**config.mk**
```make
export PLATFORM = sky130hd
export DESIGN_NAME = display_scanner
export DESIGN_NICKNAME = d
export VERILOG_FILES = /design/src/rtl/display_scanner_pkg.sv /design/src/rtl/display_scanner.sv
export SDC_FILE = /design/constraint.sdc
export NUM_CORES = 1
export LEC_CHECK = 0
export ABC_CLOCK_PERIOD_IN_PS = 4400
export BUFFER_PORTS_ARGS = -buffer_cell sky130_fd_sc_hd__buf_2
export CORE_UTILIZATION = 60
export DETAILED_ROUTE_END_ITERATION = 7
export HOLD_SLACK_MARGIN = 0.1
export PLACE_DENSITY = 0.94
export SLEW_MARGIN = 10
export SYNTH_ARGS = -nofsm -noshare
export SYNTH_HDL_FRONTEND = slang
export SYNTH_SLANG_ARGS = --single-unit
```
**constraint.sdc**
```tcl
create_clock -name clk -period 4.4 [get_ports clk]
set_input_delay 0.22 -clock clk [delete_from_list [all_inputs] [get_ports clk]]
set_output_delay 0.22 -clock clk [all_outputs]
set_load 0.01 [all_outputs]
```
**src/rtl/display_scanner_pkg.sv**
```systemverilog
// Shared types and constants for the multiplexed 4-digit display scanner.
// Holds the scan FSM encoding and the digit count.
package display_scanner_pkg;

    localparam int NUM_DIGITS = 4;

    typedef enum logic [1:0] {
        S_OFF = 2'd0,
        S_ON  = 2'd1,
        S_GAP = 2'd2
    } scan_state_t;

endpackage

```
**src/rtl/display_scanner.sv**
```systemverilog
// Time-multiplexed 4-digit scanner: each digit driven DWELL cycles, then GAP blank cycles.
// Latency: a loaded value becomes visible at the next frame boundary (immediately when off).
// Backpressure: load_ready low while a value waits in the pending slot for the boundary.
module display_scanner
    import display_scanner_pkg::*;
#(
    parameter int DWELL = 4,
    parameter int GAP   = 1
) (
    input  logic        clk,
    input  logic        rst_n,
    input  logic        enable,
    input  logic        lzs_en,
    input  logic        load_valid,
    input  logic [15:0] load_data,
    output logic        load_ready,
    output logic [3:0]  nibble,
    output logic [3:0]  digit_an,
    output logic        blank,
    output logic        frame_done
);

    localparam int CNT_MAX = (DWELL > GAP) ? DWELL : GAP;
    localparam int CNT_W   = $clog2(CNT_MAX + 1);
    localparam logic [CNT_W-1:0] DW_LAST  = CNT_W'(DWELL - 1);
    localparam logic [CNT_W-1:0] GP_LAST  = CNT_W'(GAP - 1);
    localparam logic [1:0]       IDX_LAST = 2'(NUM_DIGITS - 1);

    scan_state_t      state_q, state_d;
    logic [1:0]       idx_q, idx_d;
    logic [CNT_W-1:0] cnt_q, cnt_d;
    logic [15:0]      active_q, active_d;
    logic [15:0]      pend_q, pend_d;
    logic             pend_vld_q, pend_vld_d;
    logic             fd_q, fd_d;

    logic             xfer;
    logic             direct;
    logic             boundary;
    logic [3:0]       supp;
    logic             drive;

    always_ff @(posedge clk or negedge rst_n) begin
        if (!rst_n) begin
            state_q    <= S_OFF;
            idx_q      <= 2'd0;
            cnt_q      <= '0;
            active_q   <= 16'h0000;
            pend_q     <= 16'h0000;
            pend_vld_q <= 1'b0;
            fd_q       <= 1'b0;
        end else begin
            state_q    <= state_d;
            idx_q      <= idx_d;
            cnt_q      <= cnt_d;
            active_q   <= active_d;
            pend_q     <= pend_d;
            pend_vld_q <= pend_vld_d;
            fd_q       <= fd_d;
        end
    end

    assign xfer     = load_valid && !pend_vld_q;
    assign direct   = (state_q == S_OFF) || !enable;
    assign boundary = enable && (state_q == S_GAP) && (idx_q == IDX_LAST) && (cnt_q == GP_LAST);

    always_comb begin
        state_d    = state_q;
        idx_d      = idx_q;
        cnt_d      = cnt_q;
        active_d   = active_q;
        pend_d     = pend_q;
        pend_vld_d = pend_vld_q;
        fd_d       = 1'b0;

        if (!enable) begin
            state_d = S_OFF;
            idx_d   = 2'd0;
            cnt_d   = '0;
        end else begin
            case (state_q)
                S_OFF: begin
                    state_d = S_ON;
                    idx_d   = 2'd0;
                    cnt_d   = '0;
                end
                S_ON: begin
                    if (cnt_q == DW_LAST) begin
                        state_d = S_GAP;
                        cnt_d   = '0;
                    end else begin
                        cnt_d = cnt_q + 1'b1;
                    end
                end
                S_GAP: begin
                    if (cnt_q == GP_LAST) begin
                        state_d = S_ON;
                        cnt_d   = '0;
                        idx_d   = idx_q + 2'd1;
                        fd_d    = (idx_q == IDX_LAST);
                    end else begin
                        cnt_d = cnt_q + 1'b1;
                    end
                end
                default: begin
                    state_d = S_OFF;
                    idx_d   = 2'd0;
                    cnt_d   = '0;
                end
            endcase
        end

        // Active only changes when nothing is being scanned or at the frame boundary.
        if (direct) begin
            if (pend_vld_q) begin
                active_d   = pend_q;
                pend_vld_d = 1'b0;
            end
            if (xfer) begin
                active_d = load_data;
            end
        end else if (boundary) begin
            if (pend_vld_q) begin
                active_d   = pend_q;
                pend_vld_d = 1'b0;
            end else if (xfer) begin
                active_d = load_data;
            end
        end else if (xfer) begin
            pend_d     = load_data;
            pend_vld_d = 1'b1;
        end
    end

    // A digit is suppressed only if it and every more significant digit are zero.
    assign supp[3] = lzs_en && (active_q[15:12] == 4'h0);
    assign supp[2] = supp[3] && (active_q[11:8] == 4'h0);
    assign supp[1] = supp[2] && (active_q[7:4] == 4'h0);
    assign supp[0] = 1'b0;

    assign drive      = (state_q == S_ON) && !supp[idx_q];
    assign digit_an   = drive ? ~(4'b0001 << idx_q) : 4'hF;
    assign blank      = !drive;
    assign nibble     = active_q[{idx_q, 2'b00} +: 4];
    assign load_ready = !pend_vld_q;
    assign frame_done = fd_q;

endmodule

```
==> summary.txt, run 1 <==
HP Class - in2reg
register area - 1030 µm²
Yosys top cell by area - dfrtp_1
CTS Buf Count - 5
Fin Setup TNS - 0 ns
CP Class - reg2reg
port buffer count - 31
Fmax - 397 MHz
final antenna diode count - 0
Syn-to-layout area delta - 11.5%
DP HPWL - 3.26 mm
Yosys top cell area share - 44.4%
average cell area after synthesis - 10.6 µm²
Pwr Density - 613 nW/µm²
reg2reg start - state_q[0]
CTS sink count - 41
Distinct cells, synth - 33
CTS tree - built
CTS root buffer - clkbuf_8
Setup crit start kind - register
largest net degree at the start of global routing - 42
GPL Wtd Cong - 0.866
initial antenna violation count - 0
H-tree Lvls - 2
Max VDD drop - 0.000385 V
clk_skew - 0.00858 ns
Synth Cell Area - 2310 µm²
unrepaired setup endpoints after global routing - no
final setup fails - 0
dpl cells - 281
crit end category - register
Nets - 274
Slew HR - 27.6%
dpl ws - 1.92 ns
GRT overflow - 0
postcts setup bufs - 0
DRT antenna net count - 0
Worst Tran Pin Value - 1.09 ns
Area contributors post-synth - dfrtp_1, nand3_1, ha_1, mux2_4, nor3b_1
Max-Cap Viols - 0
Non-Filler Instances - 290
most frequent cells in the layout - dfrtp_1, nand3_1, buf_2
Clock Latency Late Sink - 0.30 ns
syn_nets - 252
Hold Vio Cnt, Final - 0
final worst setup slack - 1.88 ns
full die area - 4100 µm²
Lkg Pwr - 1.17 nW
DR vias/cell - 6.18
clock-pin slew on the worst setup and hold paths - 0.08 ns
synthesized netlist cell count - 219
Iter 0 DRT Violations - 100
worst setup path start - state_q[0]
Multi-input gate area - 1170 µm²
vias in the first global route - 1,755
WL final - 4.79 mm
# DRC - 0
WP data required - 4.58 ns
Longest Clk Path Bufs - 2
cell row count - 22
drt pass-1 iters - 4
die extent in x - 64.1 µm
Starting Density - 62.7%
leading cell type in the layout, fill and taps excluded - dfrtp_1
layout cell share with drive strength beyond 1 - 25.6%
global-route wire length before repair - 8.31 mm
HP Start - load_data[11]
synth warn - 0
FF+latch count, synth - 41
register area share after synthesis - 44.4%
vias post-DR - 1,792
gr usage total - 27.1%
Fillers - 283
Core ar. - 3690 µm²
I/O pin count - 32
crit share post-route - 57.2%
worst-path fanout max - 17
Tmin final - 2.52 ns
crit path DAT - 2.70 ns
post-DR wirelength/cell - 16.5 µm
status - finished clean
utilization after layout - 69.9%
max-slew violation count - 0
Die Y - 64.1 µm
[cell families after synthesis]
group,after synthesis,synth area share [%]
AND/OR/NAND/NOR,91,23.7
multiplexers,21,13.8
AO/OA/AOI/OAI,25,6.23
adder cells (fa/ha/maj),12,6.50
flip-flops,41,44.4
XOR/XNOR,1,0.379
buffers and inverters,28,5.04
[state kept, by name, indices dropped and copies added (netlist names)]
register / cells
cnt_q: 3
pend_vld_q: 1
pend_q: 16
idx_q: 2
frame_done: 1
active_q: 16
state_q: 2
[power by group]
| group | switching [mW] | internal [mW] |
|---|---|---|
| sequential | 0.159 | 0.538 |
| combinational | 0.270 | 0.300 |
| clock | 0.129 | 0.185 |
[Yosys cell counts]
master,instances
a21boi_0,1
a21oi_1,20
a32oi_1,1
and2_1,2
and3_1,1
and4b_4,1
buf_1,2
buf_2,3
buf_6,1
clkbuf_1,11
dfrtp_1,41
ha_1,12
inv_1,11
mux2_2,6
mux2_4,10
mux2i_1,1
mux4_2,4
nand2_1,6
nand2_4,1
nand2b_1,2
nand3_1,34
nand4_1,15
nor2_1,4
nor2b_1,3
nor3_1,1
nor3b_1,16
nor3b_4,1
nor4_1,3
o2111a_1,1
o21a_1,1
o31a_1,1
or3b_2,1
xnor2_1,1
[timing repair]
action	CTS	global route
endpoints found under the hold margin	41	0
resized for setup	0	0
hold buffers	1	0
[critical path, stage by stage (launching register included)]
cell and delay (ns):
dfrtp_1 0.39, inv_1 0.10, ha_1 0.28, and4b_4 0.25, nor3b_4 0.63, nand2_4 0.34
mux2_4 0.39
[layer usage]
layer  routed length [µm]  track usage (%)  up-vias
met3                  312             5.00        7
met2                 2450             44.7       74
met4                   64             10.2        0
met5                    0                0        -
met1                 1960             35.6      876
li1                     -                -      835
[through the flow]
step | total power, mW | instance area [µm²] | hold WS (ns)
after floorplan | 1.11 | 2310 | -0.0756
after global placement | 1.23 | 2450 | 0.383
after detailed placement | 1.27 | 2450 | 0.388
after CTS | 1.58 | 2580 | 0.162
after global routing | 1.69 | 2580 | 0.162
final | 1.58 | 2580 | 0.163
[final timing paths]
path | end | slack, ns | cells past startpoint
setup / recovery | pend_q[13] | 1.88 | 6
hold / removal | pend_q[11] | 0.16 | 2
setup reg to reg | pend_q[13] | 1.88 | 6
hold reg to reg | cnt_q[0] | 0.46 | 1
max in group asynchronous | pend_q[2] | 3.26 | 2
min in group asynchronous | state_q[1] | 0.59 | 2
[layout make-up]
type | instances | share of cell area [%]
inverters | 11 | 1.60
clock buffers | 7 | 3.35
flip-flops and latches | 41 | 39.8
well taps | 48 | 2.33
multi-input cells | 150 | 45.3
repair buffers | 32 | 6.41
clock inverters | 1 | 1.17
Note: power is estimated with default switching activity, not from simulation.
==> run 2: changes to the inputs <==
--- a/config.mk
+++ b/config.mk
@@ -5,12 +5,12 @@
 export SDC_FILE = /design/constraint.sdc
 export NUM_CORES = 1
 export LEC_CHECK = 0
-export ABC_CLOCK_PERIOD_IN_PS = 4400
+export ABC_CLOCK_PERIOD_IN_PS = 2600
 export BUFFER_PORTS_ARGS = -buffer_cell sky130_fd_sc_hd__buf_2
-export CORE_UTILIZATION = 60
+export CORE_UTILIZATION = 57
 export DETAILED_ROUTE_END_ITERATION = 7
 export HOLD_SLACK_MARGIN = 0.1
-export PLACE_DENSITY = 0.94
+export PLACE_DENSITY = 0.9
 export SLEW_MARGIN = 10
 export SYNTH_ARGS = -nofsm -noshare
 export SYNTH_HDL_FRONTEND = slang
==> constraint.sdc (replaced) <==
create_clock -name clk -period 2.6 [get_ports clk]
set_input_delay 0.13 -clock clk [delete_from_list [all_inputs] [get_ports clk]]
set_output_delay 0.13 -clock clk [all_outputs]
set_load 0.01 [all_outputs]
==> summary.txt, run 2 (same netlist as run 1, synthesis figures left out) <==
clock-pin slew on the worst setup and hold paths - 0.08 ns (about the same)
critical path's top delay family - simple AND/OR/NAND/NOR gates
CTS resizes - 0 (unchanged)
Tmin final - 2.17 ns (-0.348 ns)
Crit path depth - 6 (unchanged)
initial antenna violation count - 0 (unchanged)
vias in the first global route - 1,768 (+0.74%)
Fillers - 251 (-11%)
Slew HR - 39.7% (+12 points)
Fin Setup TNS - 0 ns (unchanged)
layout cell share with drive strength beyond 1 - 24.9% (-0.72 points)
I/O pin count - 32 (unchanged)
Area after DPL - 2470 µm² (+0.92%)
clock share of power - 15.7% (-4.1 points)
Net Sw Power - 0.937 mW (+68%)
die extent in x - 65.7 µm (+2.5%)
unrepaired setup endpoints after global routing - no
WP data required - 2.78 ns (-1.80 ns)
Fmax - 461 MHz (+16%)
highest routed layer - met4
Lkg Pwr - 1.24 nW (+5.9%)
worst-path fanout max - 33 (+16)
reg2reg start - state_q[0]
CTS root buffer - clkbuf_8
Longest Clk Path Bufs - 2 (unchanged)
Worst Tran Pin Value - 0.904 ns (-0.182 ns)
drt pass-1 iters - 4 (unchanged)
Multi-input gate area - 1170 µm² (unchanged)
Syn-to-layout area delta - 18.0%
leading cell type in the layout, fill and taps excluded - dfrtp_1
CTS tree - built
postcts setup bufs - 0 (unchanged)
vias post-DR - 1,797 (+0.28%)
most frequent cells in the layout - dfrtp_1, nand3_1, buf_2
critical path capture point - active_q[10]
Starting Density - 61.3% (-1.4 points)
WL final - 4.83 mm (+0.71%)
CTS Buf Count - 5 (unchanged)
Max-Cap Viols - 0 (unchanged)
CTS sink count - 41 (unchanged)
Nets - 293 (+6.9%)
Seq pwr share - 44.4% (+0.3 points)
GRT overflow - 0 (unchanged)
dpl cells - 284 (+1.1%)
Core ar. - 3770 µm² (+2.2%)
global-route wire length before repair - 8.17 mm (-1.7%)
crit share post-route - 83.4% (+26 points)
clk_skew - 0.00440 ns (-0.00418 ns)
Die Y - 65.7 µm (+2.5%)
crit path DAT - 2.35 ns (-0.35 ns)
Largest regs - active_q: 16 flops, pend_q: 16 flops, cnt_q: 3 flops
register area - 1030 µm² (unchanged)
DRT antenna net count - 0 (unchanged)
design area - 2730 µm² (+5.8%)
full die area - 4310 µm² (+5.1%)
crit end category - register
DP HPWL - 3.26 mm (-0.25%)
Pwr Density - 942 nW/µm² (+54%)
# DRC - 0 (unchanged)
max-slew violation count - 0 (unchanged)
final antenna diode count - 0 (unchanged)
DR vias/cell - 5.82 (-5.9%)
largest net degree at the start of global routing - 42 (unchanged)
post-DR wirelength/cell - 15.6 µm (-5.5%)
wire length on met3 - 219 µm (-30%)
worst setup path start - state_q[0]
Iter 0 DRT Violations - 81 (-19%)
met2 WL - 2.38 mm (-3.1%)
status - finished clean
Sw Share - 36.5% (+1.2 points)
HP Class - in2reg
CP cell instances - inv_1 -> ha_1 -> and4b_4 -> or3b_2 -> nand4_1 -> nand3_1
buffers and inverters on the worst path - 1 (unchanged)
Hold Vio Cnt, Final - 0 (unchanged)
R2R Path End - active_q[10]
Non-Filler Instances - 309 (+6.6%)
R2R depth - 6 (unchanged)
Setup crit start kind - register
port buffer count - 31 (unchanged)
Max VDD drop - 0.000647 V (+68%)
setup slack, reg-to-reg - 0.43 ns (-1.45 ns)
H-tree Lvls - 2 (unchanged)
Logic pwr share - 40.0% (+3.9 points)
Slowest cell on crit path - or3b_2
Hold-fix buffers, CTS - 17 (+16)
crit-path max cell delay - 0.73 ns (+0.10 ns)
cell row count - 22 (unchanged)
CP Class - reg2reg
final setup fails - 0 (unchanged)
M1 wire length - 2.13 mm (+8.8%)
GPL Wtd Cong - 0.788 (-9.0%)
gr usage total - 25.4% (-1.7 points)
P_int - 1.63 mW (+60%)
Clock Latency Late Sink - 0.30 ns (about the same)
[run 2: changes by cell type in the layout (fill, tap and decap cells not counted)]
cell and change:
buf_4 +3, clkbuf_8 -1, clkinv_2 +2, dlygate4sd3_1 +16
bufinv_16 -1
[run 2: per-stage QoR]
stage | hold slack, ns | power, mW | utilization, % | setup WS, ns
after floorplan | -0.166 | 1.87 | - | 0.663
after global placement | 0.299 | 2.09 | 65.6 | 0.517
after detailed placement | 0.296 | 2.15 | 65.6 | 0.446
after CTS | 0.117 | 2.57 | 72.3 | 0.435
after global routing | 0.136 | 2.74 | 72.3 | 0.309
final | 0.129 | 2.57 | 72.3 | 0.432
[run 2: power groups by stage]
stage	logic, mW	clock network [mW]	registers, mW
6_report	1.03	0.402	1.14
5_1_grt	1.13	0.434	1.17
4_1_cts	1.03	0.408	1.13
3_5_place_dp	1.00	0	1.14
3_3_place_gp	0.960	0	1.13
2_1_floorplan	0.820	0	1.05
[run 2: worst reg2reg max path: stages (launching register included)]
cell,delay [ns]
dfrtp_1,0.38
inv_1,0.10
ha_1,0.28
and4b_4,0.26
or3b_2,0.73
nand4_1,0.21
nand3_1,0.09
[run 2: worst min-delay path by stage]
stage           start           end  cells after the start  slack (ns)
2_1_floorplan   rst_n   active_q[0]                      0       -0.17
3_3_place_gp    rst_n    pend_q[12]                      1        0.30
3_5_place_dp    rst_n  active_q[13]                      1        0.30
4_1_cts        enable      idx_q[0]                      2        0.12
5_1_grt        enable      idx_q[0]                      2        0.14
6_report       enable      idx_q[0]                      2        0.13
[run 2: layer usage]
layer	track usage, %	up-vias
met1	33.4	872
met4	8.42	0
met3	5.90	11
met2	41.1	46
met5	0	-
li1	-	868
[run 2: cell type report]
class	count	area share, %
Clock buffer	6	2.66
Clock inverter	2	0.367
Inverter	11	1.51
Multi-Input combinational cell	150	42.9
Sequential cell	41	37.6
Tap cell	48	2.20
Timing Repair Buffer	51	12.8
==> run 3: changes to the inputs <==
--- a/config.mk
+++ b/config.mk
@@ -5,12 +5,13 @@
 export SDC_FILE = /design/constraint.sdc
 export NUM_CORES = 1
 export LEC_CHECK = 0
-export ABC_CLOCK_PERIOD_IN_PS = 2600
+export ABC_AREA = 1
+export ABC_CLOCK_PERIOD_IN_PS = 2000
 export BUFFER_PORTS_ARGS = -buffer_cell sky130_fd_sc_hd__buf_2
-export CORE_UTILIZATION = 57
+export CORE_UTILIZATION = 58
 export DETAILED_ROUTE_END_ITERATION = 7
 export HOLD_SLACK_MARGIN = 0.1
-export PLACE_DENSITY = 0.9
+export PLACE_DENSITY = 0.91
 export SLEW_MARGIN = 10
 export SYNTH_ARGS = -nofsm -noshare
 export SYNTH_HDL_FRONTEND = slang
==> constraint.sdc (replaced) <==
create_clock -name clk -period 2 [get_ports clk]
set_input_delay 0.1 -clock clk [delete_from_list [all_inputs] [get_ports clk]]
set_output_delay 0.1 -clock clk [all_outputs]
set_load 0.01 [all_outputs]
==> summary.txt, run 3 <==
Longest Clk Path Bufs - 2 (unchanged)
final setup fails - 0 (unchanged)
final worst setup slack - 0.159 ns (-0.273 ns)
GRT overflow - 0 (unchanged)
Lkg Pwr - 1.62 nW (+31%)
Max-Cap Viols - 0 (unchanged)
vias post-DR - 2,546 (+42%)
Fin Setup TNS - 0 ns (unchanged)
Setup crit start kind - register
CP Class - reg2reg
Distinct cells, synth - 25 (-24%)
final antenna diode count - 0 (unchanged)
Die Y - 69.9 µm (+6.4%)
largest net degree at the start of global routing - 42 (unchanged)
Post-synth EDFFs - 0 (unchanged)
Yosys top cell area share - 38.4% (-6.0 points)
design area - 3100 µm² (+14%)
post-DR wirelength/cell - 13.3 µm (-15%)
Pwr Density - 1010 nW/µm² (+7.6%)
clk_skew - 0.00541 ns (+0.00101 ns)
vias in the first global route - 2,424 (+37%)
clock-pin slew on the worst setup and hold paths - 0.08 ns (about the same)
CTS sink count - 41 (unchanged)
Slew HR - 40.6% (+0.82 points)
synthesized netlist cell count - 368 (+68%)
gr usage total - 27.2% (+1.8 points)
status - finished clean
Largest regs - active_q: 16 flops, pend_q: 16 flops, cnt_q: 3 flops
dpl ws - 0.225 ns (-0.221 ns)
Max VDD drop - 0.000498 V (-23%)
Slowest cell on crit path - dfrtp_1
max-slew violation count - 0 (unchanged)
leading cell type in the layout, fill and taps excluded - nand2_1
CP cell instances - inv_2 -> nand2_2 -> inv_2 -> nand2_4 -> nand2_1 -> nand2_1
Hold WS - 0.148 ns (+0.0190 ns)
Hold Vio Cnt, Final - 0 (unchanged)
Hold Path Sink - state_q[1]
Yosys top cell by area - dfrtp_1
cell row count - 24 (+9.1%)
synth warn - 0 (unchanged)
Tmin final - 1.84 ns (-0.327 ns)
Area after DPL - 2810 µm² (+13%)
crit-path max cell delay - 0.48 ns (-0.25 ns)
HP Start - enable
I/O pin count - 32 (unchanged)
CTS root buffer - clkbuf_8
dominant synthesized flop cell - dfrtp_1
layout cell share with drive strength beyond 1 - 14.5% (-10 points)
DR vias/cell - 5.48 (-5.9%)
Synth Cell Area - 2670 µm² (+16%)
WP data required - 2.19 ns (-0.59 ns)
FF+latch count, synth - 41 (unchanged)
most frequent cells in the layout - nand2_1, nand3_1, dfrtp_1
setup slack, reg-to-reg - 0.16 ns (-0.27 ns)
Area contributors post-synth - dfrtp_1, nand2_1, nand3_1, ha_1, nand3b_1
GPL Wtd Cong - 0.856 (+8.6%)
register area share after synthesis - 38.4% (-6.0 points)
Commonest cells post-synth - nand2_1, nand3_1, dfrtp_1
# DRC - 0 (unchanged)
DP HPWL - 4.17 mm (+28%)
worst hold path depth - 3 (+1)
H-tree Lvls - 2 (unchanged)
CTS tree - built
Iter 0 DRT Violations - 246 (+200%)
port buffer count - 31 (unchanged)
global-route wire length before repair - 10.8 mm (+32%)
average cell area after synthesis - 7.26 µm² (-31%)
Synth async-reset ratio - 100% (unchanged)
drt pass-1 iters - 4 (unchanged)
initial antenna violation count - 0 (unchanged)
buffers and inverters on the worst path - 2 (+1)
crit share post-route - 92.1% (+8.7 points)
crit path DAT - 2.03 ns (-0.32 ns)
Core ar. - 4380 µm² (+16%)
Worst Tran Pin Value - 0.892 ns (-0.0124 ns)
syn_nets - 401 (+59%)
R2R Path End - pend_q[6]
Nets - 445 (+52%)
Starting Density - 60.9% (-0.38 points)
Crit path depth - 6 (unchanged)
unrepaired setup endpoints after global routing - no
CTS Buf Count - 5 (unchanged)
WL final - 6.21 mm (+29%)
worst-path fanout max - 18 (-45%)
reg2reg start - pend_vld_q
Syn-to-layout area delta - 16.1%
HP Class - in2reg
Fmax - 543 MHz (+18%)
critical path's top delay family - buffers and inverters
crit end category - register
R2R depth - 6 (unchanged)
Clock Latency Late Sink - 0.30 ns (about the same)
die extent in x - 69.9 µm (+6.4%)
full die area - 4880 µm² (+13%)
DRT antenna net count - 0 (unchanged)
dominant cell by count in the synthesized netlist - nand2_1
[run 3: changes by cell type after synthesis, sizes merged, moves of 11 or more]
cell    before  now
inv         11   33
mux2        16    0
nor2         4   18
o211ai       0   16
nand3b       0   16
a21oi       20    8
nor3b       17    0
o21ai        0   11
nand2        7  146
nand4       15    0
[run 3: kinds of logic (layout without fill, tap and decap cells)]
kind of cell / after synthesis / after routing / share of synthesized area, %
flip-flops: 41 / 41 / 38.4
buffers and inverters: 51 / 96 / 8.48
adder cells (fa/ha/maj): 12 / 12 / 5.62
AND/OR/NAND/NOR: 224 / 224 / 38.1
AO/OA/AOI/OAI: 40 / 40 / 9.33
[run 3: worst max-delay path by stage]
| stage | from | endpoint |
|---|---|---|
| 3_5_place_dp | pend_vld_q | pend_q[7] |
| 4_1_cts | idx_q[0] | digit_an[3] |
| 3_3_place_gp | pend_vld_q | pend_q[4] |
| 6_report | pend_vld_q | pend_q[6] |
| 2_1_floorplan | state_q[0] | pend_q[0] |
| 5_1_grt | pend_vld_q | pend_q[14] |
[run 3: what timing repair did]
action | CTS | global route
endpoints found under the hold margin | 57 | 0
hold buffers | 17 | 0
endpoints found under the setup margin | 0 | 5
gates resized for setup | 0 | 2
setup buffers | 0 | 5
[run 3: final cells by class]
cell class | count | area (µm²)
Clock buffer | 6 | 72.6
Clock inverter | 2 | 10.0
Fill cell | 364 | 1280
Inverter | 33 | 130
Multi-Input combinational cell | 276 | 1420
Sequential cell | 41 | 1030
Tap cell | 52 | 65.1
Timing Repair Buffer | 55 | 378
[run 3: worst min-delay path: cells and delay by family]
kind	cells	cell delay (ns)
buffers and inverters	1	0.15
AO/OA/AOI/OAI	1	0.07
AND/OR/NAND/NOR	1	0.08
[run 3: metal layers]
metal  share of wire (%)  track usage (%)  wire length [µm]
met5                   0                0                 0
met4                 1.1             8.44                71
met3                 5.4             4.91               335
met2                  48             44.0              2950
met1                  46             37.4              2850
[run 3: per-stage QoR]
step	utilization (%)	instances	total power, mW
after floorplan	-	368	2.23
after global placement	64.0	435	2.49
after detailed placement	64.0	435	2.55
after CTS	69.7	460	3.09
after global routing	70.7	465	3.42
final	70.7	465	3.14
[run 3: where the power goes]
part           switching (mW)  internal, mW
clock                   0.276         0.242
combinational           0.769         0.488
sequential              0.235          1.13
